==> src/rtl/wb_port_arbiter_if.sv <==
// Write-port arbiter bus: pipeline write-back, long-latency result handshake,
// decode hazard probe and the arbitrated register-file write port.
interface wb_port_arbiter_if #(
    parameter int unsigned DEPTH = 2
);
    localparam int unsigned CNT_W  = $clog2(DEPTH) + 1;
    localparam int unsigned REG_W  = 5;
    localparam int unsigned DATA_W = 32;

    logic              pipe_wreg;
    logic [REG_W-1:0]  pipe_wd;
    logic [DATA_W-1:0] pipe_wdata;
    logic              lu_valid;
    logic              lu_ready;
    logic [REG_W-1:0]  lu_wd;
    logic [DATA_W-1:0] lu_wdata;
    logic [REG_W-1:0]  chk_addr;
    logic              chk_hit;
    logic              pipe_stall;
    logic              rf_we;
    logic [REG_W-1:0]  rf_waddr;
    logic [DATA_W-1:0] rf_wdata;
    logic [CNT_W-1:0]  fifo_count;

    // Driver side: pipeline, long-latency unit and decode.
    modport master (
        output pipe_wreg, pipe_wd, pipe_wdata,
        output lu_valid, lu_wd, lu_wdata,
        output chk_addr,
        input  lu_ready, chk_hit, pipe_stall,
        input  rf_we, rf_waddr, rf_wdata, fifo_count
    );

    // Arbiter side.
    modport slave (
        input  pipe_wreg, pipe_wd, pipe_wdata,
        input  lu_valid, lu_wd, lu_wdata,
        input  chk_addr,
        output lu_ready, chk_hit, pipe_stall,
        output rf_we, rf_waddr, rf_wdata, fifo_count
    );
endinterface

==> src/rtl/wb_port_arbiter.sv <==
// Shares the register-file write port between pipeline write-back (priority)
// and a queued long-latency result stream, with a starvation-forced drain slot.
module wb_port_arbiter #(
    parameter int unsigned DEPTH        = 2,
    parameter int unsigned STARVE_LIMIT = 4
) (
    input  logic             clk,
    input  logic             rst,
    wb_port_arbiter_if.slave bus
);
    localparam int unsigned PTR_W  = $clog2(DEPTH);
    localparam int unsigned CNT_W  = PTR_W + 1;
    localparam int unsigned STV_W  = $clog2(STARVE_LIMIT + 1);
    localparam int unsigned REG_W  = 5;
    localparam int unsigned DATA_W = 32;

    typedef struct packed {
        logic [REG_W-1:0]  wd;
        logic [DATA_W-1:0] wdata;
    } lu_entry_t;

    typedef enum logic [1:0] {
        IDLE  = 2'd0,
        PEND  = 2'd1,
        FORCE = 2'd2
    } state_t;

    lu_entry_t         mem [DEPTH];
    logic [PTR_W-1:0]  head;
    logic [PTR_W-1:0]  tail;
    logic [CNT_W-1:0]  count;
    logic [CNT_W-1:0]  count_n;
    logic [STV_W-1:0]  starve;
    logic [STV_W-1:0]  starve_n;
    state_t            state;
    state_t            state_n;

    logic              pipe_stall;
    logic              rf_we;
    logic [REG_W-1:0]  rf_waddr;
    logic [DATA_W-1:0] rf_wdata;

    logic              non_empty;
    logic              lu_ready_c;
    logic              enq;
    logic              pipe_req;
    logic              pop;
    logic              pipe_w;
    logic              blocked;
    logic              chk_hit_c;
    logic [PTR_W-1:0]  off;

    // Port selection: a forced slot beats the pipeline, otherwise the pipeline
    // wins and the FIFO head only drains into idle cycles.
    always_comb begin
        non_empty  = (count != '0);
        lu_ready_c = (count < CNT_W'(DEPTH));
        enq        = bus.lu_valid & lu_ready_c & (bus.lu_wd != '0);
        pipe_req   = bus.pipe_wreg & (bus.pipe_wd != '0);
        pop        = non_empty & (pipe_stall | ~pipe_req);
        pipe_w     = pipe_req & ~pop;
        blocked    = non_empty & pipe_w;
    end

    always_comb begin
        count_n = count;
        if (enq && !pop) begin
            count_n = count + 1'b1;
        end else if (!enq && pop) begin
            count_n = count - 1'b1;
        end
    end

    // Starvation FSM: next state and next counter value.
    always_comb begin
        state_n  = state;
        starve_n = starve;
        unique case (state)
            IDLE: begin
                starve_n = '0;
                if (count_n != '0) begin
                    state_n = PEND;
                end
            end
            PEND: begin
                if (pop) begin
                    starve_n = '0;
                end else if (blocked) begin
                    starve_n = starve + 1'b1;
                end
                if (count_n == '0) begin
                    state_n = IDLE;
                end else if (blocked && (starve_n == STV_W'(STARVE_LIMIT))) begin
                    state_n = FORCE;
                end
            end
            FORCE: begin
                starve_n = '0;
                state_n  = (count_n != '0) ? PEND : IDLE;
            end
            default: begin
                starve_n = '0;
                state_n  = IDLE;
            end
        endcase
    end

    always_ff @(posedge clk) begin
        if (rst) begin
            state  <= IDLE;
            starve <= '0;
        end else begin
            state  <= state_n;
            starve <= starve_n;
        end
    end

    // Queue pointers, stall flag and the registered write port.
    always_ff @(posedge clk) begin
        if (rst) begin
            head       <= '0;
            tail       <= '0;
            count      <= '0;
            pipe_stall <= 1'b0;
            rf_we      <= 1'b0;
            rf_waddr   <= '0;
            rf_wdata   <= '0;
        end else begin
            count      <= count_n;
            pipe_stall <= (state_n == FORCE);
            rf_we      <= pop | pipe_w;
            if (enq) begin
                tail <= tail + 1'b1;
            end
            if (pop) begin
                head     <= head + 1'b1;
                rf_waddr <= mem[head].wd;
                rf_wdata <= mem[head].wdata;
            end else if (pipe_w) begin
                rf_waddr <= bus.pipe_wd;
                rf_wdata <= bus.pipe_wdata;
            end
        end
    end

    // Payload storage needs no reset; validity lives in head/count.
    always_ff @(posedge clk) begin
        if (enq) begin
            mem[tail] <= '{wd: bus.lu_wd, wdata: bus.lu_wdata};
        end
    end

    // Hazard probe over the occupied slots between head and head+count.
    always_comb begin
        chk_hit_c = 1'b0;
        off       = '0;
        for (int unsigned i = 0; i < DEPTH; i++) begin
            off = PTR_W'(i) - head;
            if (({1'b0, off} < count) && (mem[PTR_W'(i)].wd == bus.chk_addr)) begin
                chk_hit_c = 1'b1;
            end
        end
        chk_hit_c = chk_hit_c & (bus.chk_addr != '0);
    end

    assign bus.lu_ready   = lu_ready_c;
    assign bus.chk_hit    = chk_hit_c;
    assign bus.pipe_stall = pipe_stall;
    assign bus.rf_we      = rf_we;
    assign bus.rf_waddr   = rf_waddr;
    assign bus.rf_wdata   = rf_wdata;
    assign bus.fifo_count = count;

    a_count_bound: assert property (@(posedge clk) disable iff (rst) count <= CNT_W'(DEPTH));
    a_stall_has_entry: assert property (@(posedge clk) disable iff (rst) pipe_stall |-> non_empty);
endmodule

==> src/flat_wrapper.sv <==
// flat-port wrapper written by rule: the top's interface ports become plain ports
module wb_port_arbiter_flat 
#(
    parameter int unsigned DEPTH        = 2,
    parameter int unsigned STARVE_LIMIT = 4
)
  (clk, rst, bus_pipe_wreg, bus_pipe_wd, bus_pipe_wdata, bus_lu_valid, bus_lu_wd, bus_lu_wdata, bus_chk_addr, bus_lu_ready, bus_chk_hit, bus_pipe_stall, bus_rf_we, bus_rf_waddr, bus_rf_wdata, bus_fifo_count);
  wb_port_arbiter_if #(.DEPTH(DEPTH)) bus_i ();
  input  logic clk;
  input  logic rst;
  input wire logic [$bits(bus_i.pipe_wreg)-1:0] bus_pipe_wreg;
  input wire logic [$bits(bus_i.pipe_wd)-1:0] bus_pipe_wd;
  input wire logic [$bits(bus_i.pipe_wdata)-1:0] bus_pipe_wdata;
  input wire logic [$bits(bus_i.lu_valid)-1:0] bus_lu_valid;
  input wire logic [$bits(bus_i.lu_wd)-1:0] bus_lu_wd;
  input wire logic [$bits(bus_i.lu_wdata)-1:0] bus_lu_wdata;
  input wire logic [$bits(bus_i.chk_addr)-1:0] bus_chk_addr;
  output wire logic [$bits(bus_i.lu_ready)-1:0] bus_lu_ready;
  output wire logic [$bits(bus_i.chk_hit)-1:0] bus_chk_hit;
  output wire logic [$bits(bus_i.pipe_stall)-1:0] bus_pipe_stall;
  output wire logic [$bits(bus_i.rf_we)-1:0] bus_rf_we;
  output wire logic [$bits(bus_i.rf_waddr)-1:0] bus_rf_waddr;
  output wire logic [$bits(bus_i.rf_wdata)-1:0] bus_rf_wdata;
  output wire logic [$bits(bus_i.fifo_count)-1:0] bus_fifo_count;
  assign bus_i.pipe_wreg = bus_pipe_wreg;
  assign bus_i.pipe_wd = bus_pipe_wd;
  assign bus_i.pipe_wdata = bus_pipe_wdata;
  assign bus_i.lu_valid = bus_lu_valid;
  assign bus_i.lu_wd = bus_lu_wd;
  assign bus_i.lu_wdata = bus_lu_wdata;
  assign bus_i.chk_addr = bus_chk_addr;
  assign bus_lu_ready = bus_i.lu_ready;
  assign bus_chk_hit = bus_i.chk_hit;
  assign bus_pipe_stall = bus_i.pipe_stall;
  assign bus_rf_we = bus_i.rf_we;
  assign bus_rf_waddr = bus_i.rf_waddr;
  assign bus_rf_wdata = bus_i.rf_wdata;
  assign bus_fifo_count = bus_i.fifo_count;
  wb_port_arbiter #(.DEPTH(DEPTH), .STARVE_LIMIT(STARVE_LIMIT)) u_core (.clk(clk), .rst(rst), .bus(bus_i));
endmodule
==> config.mk <==
export PLATFORM = sky130hd
export DESIGN_NAME = wb_port_arbiter_flat
export DESIGN_NICKNAME = d
export VERILOG_FILES = /design/src/rtl/wb_port_arbiter_if.sv /design/src/rtl/wb_port_arbiter.sv /design/src/flat_wrapper.sv
export SDC_FILE = /design/constraint.sdc
export NUM_CORES = 1
export LEC_CHECK = 0
export CORE_ASPECT_RATIO = 1.4
export CORE_MARGIN = 5
export CORE_UTILIZATION = 49
export DETAILED_ROUTE_END_ITERATION = 10
export GPL_TIMING_DRIVEN = 0
export MAX_ROUTING_LAYER = met4
export PLACE_DENSITY = 0.8
export SYNTH_ARGS = -nofsm -noshare
export SYNTH_HDL_FRONTEND = slang
export SYNTH_SLANG_ARGS = --single-unit
==> constraint.sdc <==
create_clock -name clk -period 3.86 [get_ports clk]
set_clock_uncertainty 0.1 [all_clocks]
set_input_delay 0.386 -clock clk [delete_from_list [all_inputs] [get_ports clk]]
set_output_delay 0.386 -clock clk [all_outputs]
set_load 0.005 [all_outputs]
==> results.json, run 1 <==
{
  "multi_input_area_um2": 1539,
  "cts_root_buf": "clkbuf_16",
  "p_leak_uw": 0.002399,
  "cp_max_fo": 3,
  "slew_headroom_pct": 39.05,
  "grt_max_degree": 38,
  "maxSlewViolCount": 0,
  "finalNonFillerCells": 666,
  "worstPathArrival_ns": 2.10,
  "place_area_um2": 6396,
  "grt_pass1_vias": 3691,
  "cts_tree": "built",
  "min_period_ns": 2.585,
  "rsz0062_at_grt": "false",
  "path_buf_inv": 2,
  "p_per_area_nw_per_um2": 680.5,
  "synth.avg_cell_area_um2": 13.25,
  "post_cts_resized": 0,
  "antenna_found_initial": 0,
  "fmax_ghz": 0.3869,
  "critPathRequiredTime_ns": 3.37,
  "hold_buffers": 0,
  "ant_nets": 0,
  "ys_ff_latch": 123,
  "diodes": 0,
  "io_buffers": 124,
  "min_path_type": "in -> reg",
  "reg2reg_to": "u_core.bus.fifo_count[0]$_SDFF_PP0_",
  "synth_flop_cell": "edfxtp_1",
  "hold_depth": 3,
  "yosysUniqueCellTypes": 44,
  "drc": 0,
  "clock_latency_ns": 0.41,
  "synth_area_leaders": "edfxtp_1 (45%), dfxtp_1 (20%), mux2i_1 (7.7%)",
  "grt_pass1_wl_mm": 18.26,
  "layout_commonest_cell": "clkdlybuf4s50_1",
  "die_x_um": 95.01,
  "ys_async_sr_fraction_pct": 0,
  "post-route-period-util_pct": 66.97,
  "dpl.cell_count": 634,
  "first_pass_iters": 4,
  "htreeDepth": 4,
  "worstSetupEndpointType": "primary output",
  "reg2regPathDepth": 9,
  "numCtsBuffers": 17,
  "worst_slew_pin_slew_ns": 0.9143,
  "final_area_um2": 6957,
  "regToRegStartpoint": "u_core.bus.fifo_count[1]$_SDFF_PP0_",
  "cp_slowest_cell": "clkdlybuf4s50_1",
  "path_cells": "clkdlybuf4s50_1 > xor2_1 > nor4_1 > a31oi_1 > a21oi_1 > clkdlybuf4s50_1",
  "worstHoldStart": "bus_pipe_wreg",
  "clkSinkCount": 123,
  "rrSetupSlack_ns": 1.30,
  "ioPinCount": 126,
  "post-cts-setup-buffers": 0,
  "post-place-ws_ns": 1.104,
  "syn_to_final_growth_pct": 40.33,
  "rows": 43,
  "die-area_um2": 12260,
  "cpMostUsedCell": "clkdlybuf4s50_1",
  "via_per_inst": 5.270,
  "syn_inst": 374,
  "drt_iter0_drc": 116,
  "grt-ovfl-total": 0,
  "worst_slack_ns": 1.275,
  "critPathMaxStageDelay_ns": 0.52,
  "via_count": 3510,
  "clockBufferDepth": 2,
  "netlist_area_um2": 4957,
  "syn_nets": 459,
  "drt_wl_total_mm": 11.87,
  "initial_utilization_pct": 50.08,
  "layout_common_cells": "clkdlybuf4s50_1 (124), edfxtp_1 (74), dfxtp_1 (49)",
  "status": "complete, no violations",
  "ff_latch_area_um2": 3203,
  "ys_seq_area_share_pct": 64.61,
  "die_h_um": 129.0,
  "synth.top_cell.area_share_pct": 44.83,
  "routedWlPerCell_um": 17.82,
  "synth_top_cell_by_area": "edfxtp_1",
  "hold_ws_ns": 0.2899,
  "cap_violations": 0,
  "coreArea_um2": 9899,
  "critPathTopFamily": "buffers and inverters",
  "grtUsageTotal_pct": 20.82,
  "synth-warning-count": 0,
  "drive_gt1_share_pct": 10.73,
  "clkTransAtPathRegs_ns": 0.05,
  "critPathLaunchType": "input pin",
  "vdd_drop_max_mv": 0.3948,
  "hpwl_mm": 8.454,
  "final_hold_viol_count": 0,
  "crit_type": "in -> out",
  "hold_path_end": "u_core.bus.rf_waddr[4]$_SDFFE_PP0P_",
  "setup_viol": 0,
  "synth_edf_count": 74,
  "fillers": 726,
  "gp_congestion": 0.8029,
  "fin_nets": 603
}
[worst register-to-register path, stage by stage (launching register included)]
cell,delay [ns]
dfxtp_1,0.45
inv_1,0.15
ha_1,0.22
buf_6,0.13
or3_1,0.38
o221a_1,0.23
buf_6,0.15
clkbuf_1,0.28
xnor2_1,0.28
nor2_1,0.07
[synthesized netlist by cell type, types with 2 or more instances]
cell type / count
a21oi_1: 43
a31oi_1: 6
and2_1: 3
buf_1: 2
buf_12: 3
buf_2: 5
buf_4: 3
buf_6: 7
clkbuf_1: 5
dfxtp_1: 49
edfxtp_1: 74
ha_1: 2
inv_1: 2
mux2i_1: 38
nand2_1: 6
nand2b_1: 2
nand3_1: 2
nor2_1: 46
nor2b_1: 4
nor3_1: 3
o211ai_1: 2
o2bb2ai_1: 32
xnor2_1: 10
xor2_1: 5
[power by group]
part           switching (uW)  total [uW]  internal [uW]
Clock                     543        1480            939
Combinational             700        1410            711
Sequential                135        1840           1710
Total                    1380        4730           3360
[kinds of logic (layout without fill, tap and decap cells)]
family / after synthesis / count (layout) / synth area share, %
adder cells (fa/ha/maj): 2 / 2 / 0.5047
multiplexers: 38 / 38 / 7.673
XOR/XNOR: 15 / 15 / 2.650
buffers and inverters: 28 / 185 / 4.518
AO/OA/AOI/OAI: 94 / 94 / 13.18
flip-flops: 123 / 123 / 64.61
AND/OR/NAND/NOR: 74 / 74 / 6.865
[cell type report]
class,count,share of cell area [%]
multi-input combinational,223,22.12
clock buffer,19,6.223
sequential,123,46.04
inverter,3,0.1619
clock inverter,13,1.835
timing repair buffer,125,18.13
tap,135,2.428
buffer,25,3.058
[stage by stage]
| stage | utilization (%) | power, uW | TNS [ns] |
|---|---|---|---|
| final | 70.27 | 4734 | 0 |
| after global routing | 70.27 | 4971 | 0 |
| after CTS | 70.27 | 4785 | 0 |
| after detailed placement | 64.61 | 3287 | 0 |
| after global placement | 64.32 | 3223 | -13.51 |
| after floorplan | - | 2665 | 0 |
[state kept, by name, summed over array words and instances (netlist names), named ones only]
signal and flops:
u_core.head 1, u_core.bus.rf_wdata 32, u_core.state 2, u_core.bus.rf_waddr 5, u_core.bus.fifo_count 2, u_core.bus.pipe_stall 1
u_core.starve 3, u_core.tail 1, u_core.mem 74, u_core.bus.rf_we 1
[worst max-delay path by stage]
stage / end / start / cells past startpoint / slack (ns)
detailed placement: u_core.mem[1][1]$_DFFE_PP_ / bus_lu_wd[0] / 4 / 1.10
CTS: u_core.bus.rf_wdata[1]$_SDFFE_PP0P_ / u_core.bus.fifo_count[1]$_SDFF_PP0_ / 9 / 1.27
global placement: u_core.mem[0][21]$_DFFE_PP_ / bus_lu_wd[2] / 4 / -0.37
global route: u_core.bus.rf_wdata[1]$_SDFFE_PP0P_ / u_core.bus.fifo_count[1]$_SDFF_PP0_ / 9 / 1.16
finish: bus_chk_hit / bus_chk_addr[4] / 6 / 1.28
floorplan: u_core.mem[0][0]$_DFFE_PP_ / bus_lu_valid / 3 / 1.07
[layer usage]
| metal | global-route usage (%) | vias to the layer above | routed length [um] |
|---|---|---|---|
| li1 | - | 1687 | - |
| met3 | 6.156 | 25 | 552 |
| met2 | 36.00 | 115 | 6524 |
| met5 | - | - | 0 |
| met4 | 10.37 | 0 | 369 |
| met1 | 21.21 | 1683 | 4419 |
No activity file was read; power rests on OpenSTA's default activity.
==> run 2, diff against run 1 <==
clock period = 2.4 ns   (was 3.86 ns; I/O delays follow)
==> run 2 against run 1 <==
  * First-iteration DRC count increased by 25%
  * Hold slack got worse by 0.15 ns
  * Via count fell by 0.66%
  * Global-route usage rose by 0.29 points
  * Flip-flop and latch count stayed put
  * Sequential share of layout area down 0.84 points
  * Power rose by 71%
  * Sequential power grew 61%
  * Core utilization up 1.5 points
  * Cell count is 0.15% higher
  * Die area is the same
  * Worst setup slack got worse by 1.2 ns
==> results.json, run 2 (synthesized netlist as in run 1, its figures left out) <==
{
  "clkTransAtPathRegs_ns": 0.06,
  "final_area_um2": 7102,
  "initial_utilization_pct": 50.08,
  "setup_tns_ns": 0,
  "min_period_ns": 2.356,
  "p_leak_uw": 0.002483,
  "ioPinCount": 126,
  "crit_type": "reg -> reg",
  "maxSlewViolCount": 0,
  "fin_nets": 604,
  "worstSetupEndpointType": "register",
  "cp_max_fo": 10,
  "drc": 0,
  "setup_viol": 0,
  "drive_gt1_share_pct": 13.16,
  "layout_common_cells": "clkdlybuf4s50_1 (123), edfxtp_1 (74), dfxtp_1 (47)",
  "post-place-ws_ns": -0.1865,
  "final_hold_viol_count": 0,
  "regMostFlops": "u_core.mem",
  "hpwl_mm": 8.472,
  "drt_iter0_drc": 145,
  "rsz0062_at_grt": "true",
  "cts_tree": "built",
  "via_per_inst": 5.228,
  "power_frac_seq_pct": 36.5,
  "antenna_found_initial": 0,
  "power.switching_uw": 2304,
  "fillers": 693,
  "status": "complete, no violations",
  "min_path_type": "in -> reg",
  "grt_pass1_vias": 3776,
  "largest_register_ffs": 74,
  "vdd_drop_max_mv": 0.5506,
  "via_count": 3487,
  "cell_internal_pwr_uw": 5808,
  "clock_power_share_pct": 34.9,
  "grt_pass1_wl_mm": 18.64,
  "p_per_area_nw_per_um2": 1142,
  "reg_top3": "u_core.mem: 74 flops, u_core.bus.rf_wdata: 32 flops, u_core.bus.rf_waddr: 5 flops",
  "ant_nets": 0,
  "hold_buffers": 0,
  "first_pass_iters": 4,
  "die_x_um": 95.01,
  "worst_slew_pin_slew_ns": 0.9070,
  "coreArea_um2": 9899,
  "layout_commonest_cell": "clkdlybuf4s50_1",
  "place_area_um2": 6396,
  "clkSinkCount": 123,
  "routedWlPerCell_um": 18.06,
  "clock_latency_ns": 0.41,
  "numCtsBuffers": 17,
  "grt_max_degree": 38,
  "fmax_ghz": 0.4245,
  "finish.utilization_pct": 71.74,
  "die-area_um2": 12260,
  "grtUsageTotal_pct": 21.11,
  "critPathRequiredTime_ns": 2.59,
  "combPwrFrac_pct": 28.6,
  "rows": 43,
  "gp_congestion": 0.7828,
  "worst_slack_ns": 0.04423,
  "io_buffers": 124,
  "slew_headroom_pct": 39.53,
  "clockBufferDepth": 2,
  "htreeDepth": 4,
  "cap_violations": 0,
  "grt-ovfl-total": 0,
  "drt_wl_total_mm": 12.05,
  "cts_root_buf": "clkbuf_16",
  "diodes": 0,
  "die_h_um": 129.0,
  "worstPathArrival_ns": 2.55,
  "syn_to_final_growth_pct": 43.26,
  "critPathLaunchType": "register",
  "post-route-period-util_pct": 98.16,
  "hold_ws_ns": 0.1437,
  "swShare_pct": 28.40
}
[run 2: cell count changes in the layout (fill, tap and decap cells not counted), moves of 4 or more]
cell	before	now
clkinv_2	5	1
clkbuf_1	7	2
nor2_1	45	41
nor2_2	0	4
[run 2: worst max-delay path, stage by stage (launching register included)]
cell	delay [ns]
dfxtp_4	0.38
inv_1	0.10
ha_1	0.20
buf_6	0.13
or3_1	0.39
o221a_1	0.25
buf_6	0.15
clkbuf_2	0.20
a21oi_1	0.23
o2bb2ai_1	0.11
[run 2: cell type report]
type                    count  area [um2]  area share, %
flip-flops and latches    123        3211          45.21
multi-input cells         223        1549          21.81
repair buffers            126        1271          17.90
clock buffers              20       489.2          6.889
plain buffers              25       219.0          3.083
clock inverters            12       182.7          2.572
well taps                 135       168.9          2.378
inverters                   3       11.26         0.1586
[run 2: per-layer routing]
metal / global-route usage [%] / vias to the layer above / share of wire, %
li1: - / 1684 / -
met1: 21.31 / 1673 / 37
met2: 37.54 / 106 / 56
met3: 4.762 / 24 / 4.9
met4: 10.96 / 0 / 2.6
met5: - / - / 0
[run 2: stage by stage]
| stage | cells | total power, uW |
|---|---|---|
| after global placement | 633 | 5168 |
| after global routing | 667 | 8467 |
| after CTS | 666 | 8140 |
| after floorplan | 374 | 4285 |
| after detailed placement | 634 | 5282 |
| final | 667 | 8111 |
[run 2: power by group through the flow]
stage | clock, uW | combinational (uW) | sequential [uW]
3_5_place_dp | 0 | 2290 | 2990
6_report | 2830 | 2320 | 2960
5_1_grt | 2960 | 2500 | 3010
3_3_place_gp | 0 | 2190 | 2970
4_1_cts | 2860 | 2330 | 2960
2_1_floorplan | 0 | 1310 | 2970
[run 2: worst paths after layout]
kind	from	depth (start not counted)	slack, ns	endpoint
worst max-delay path	u_core.bus.fifo_count[1]$_SDFF_PP0_	9	0.04	u_core.bus.rf_wdata[27]$_SDFFE_PP0P_
worst max register to register	u_core.bus.fifo_count[1]$_SDFF_PP0_	9	0.04	u_core.bus.rf_wdata[27]$_SDFFE_PP0P_
worst min register to register	u_core.bus.rf_waddr[3]$_SDFFE_PP0P_	2	0.35	u_core.bus.rf_waddr[3]$_SDFFE_PP0P_
worst min-delay path	bus_pipe_wreg	3	0.14	u_core.bus.rf_waddr[3]$_SDFFE_PP0P_
[run 2: what timing repair did]
item	in CTS	in global routing
setup buffers	0	1
pin swaps	0	2
resized for setup	5	11
setup endpoints to repair	33	21
gates cloned	0	0
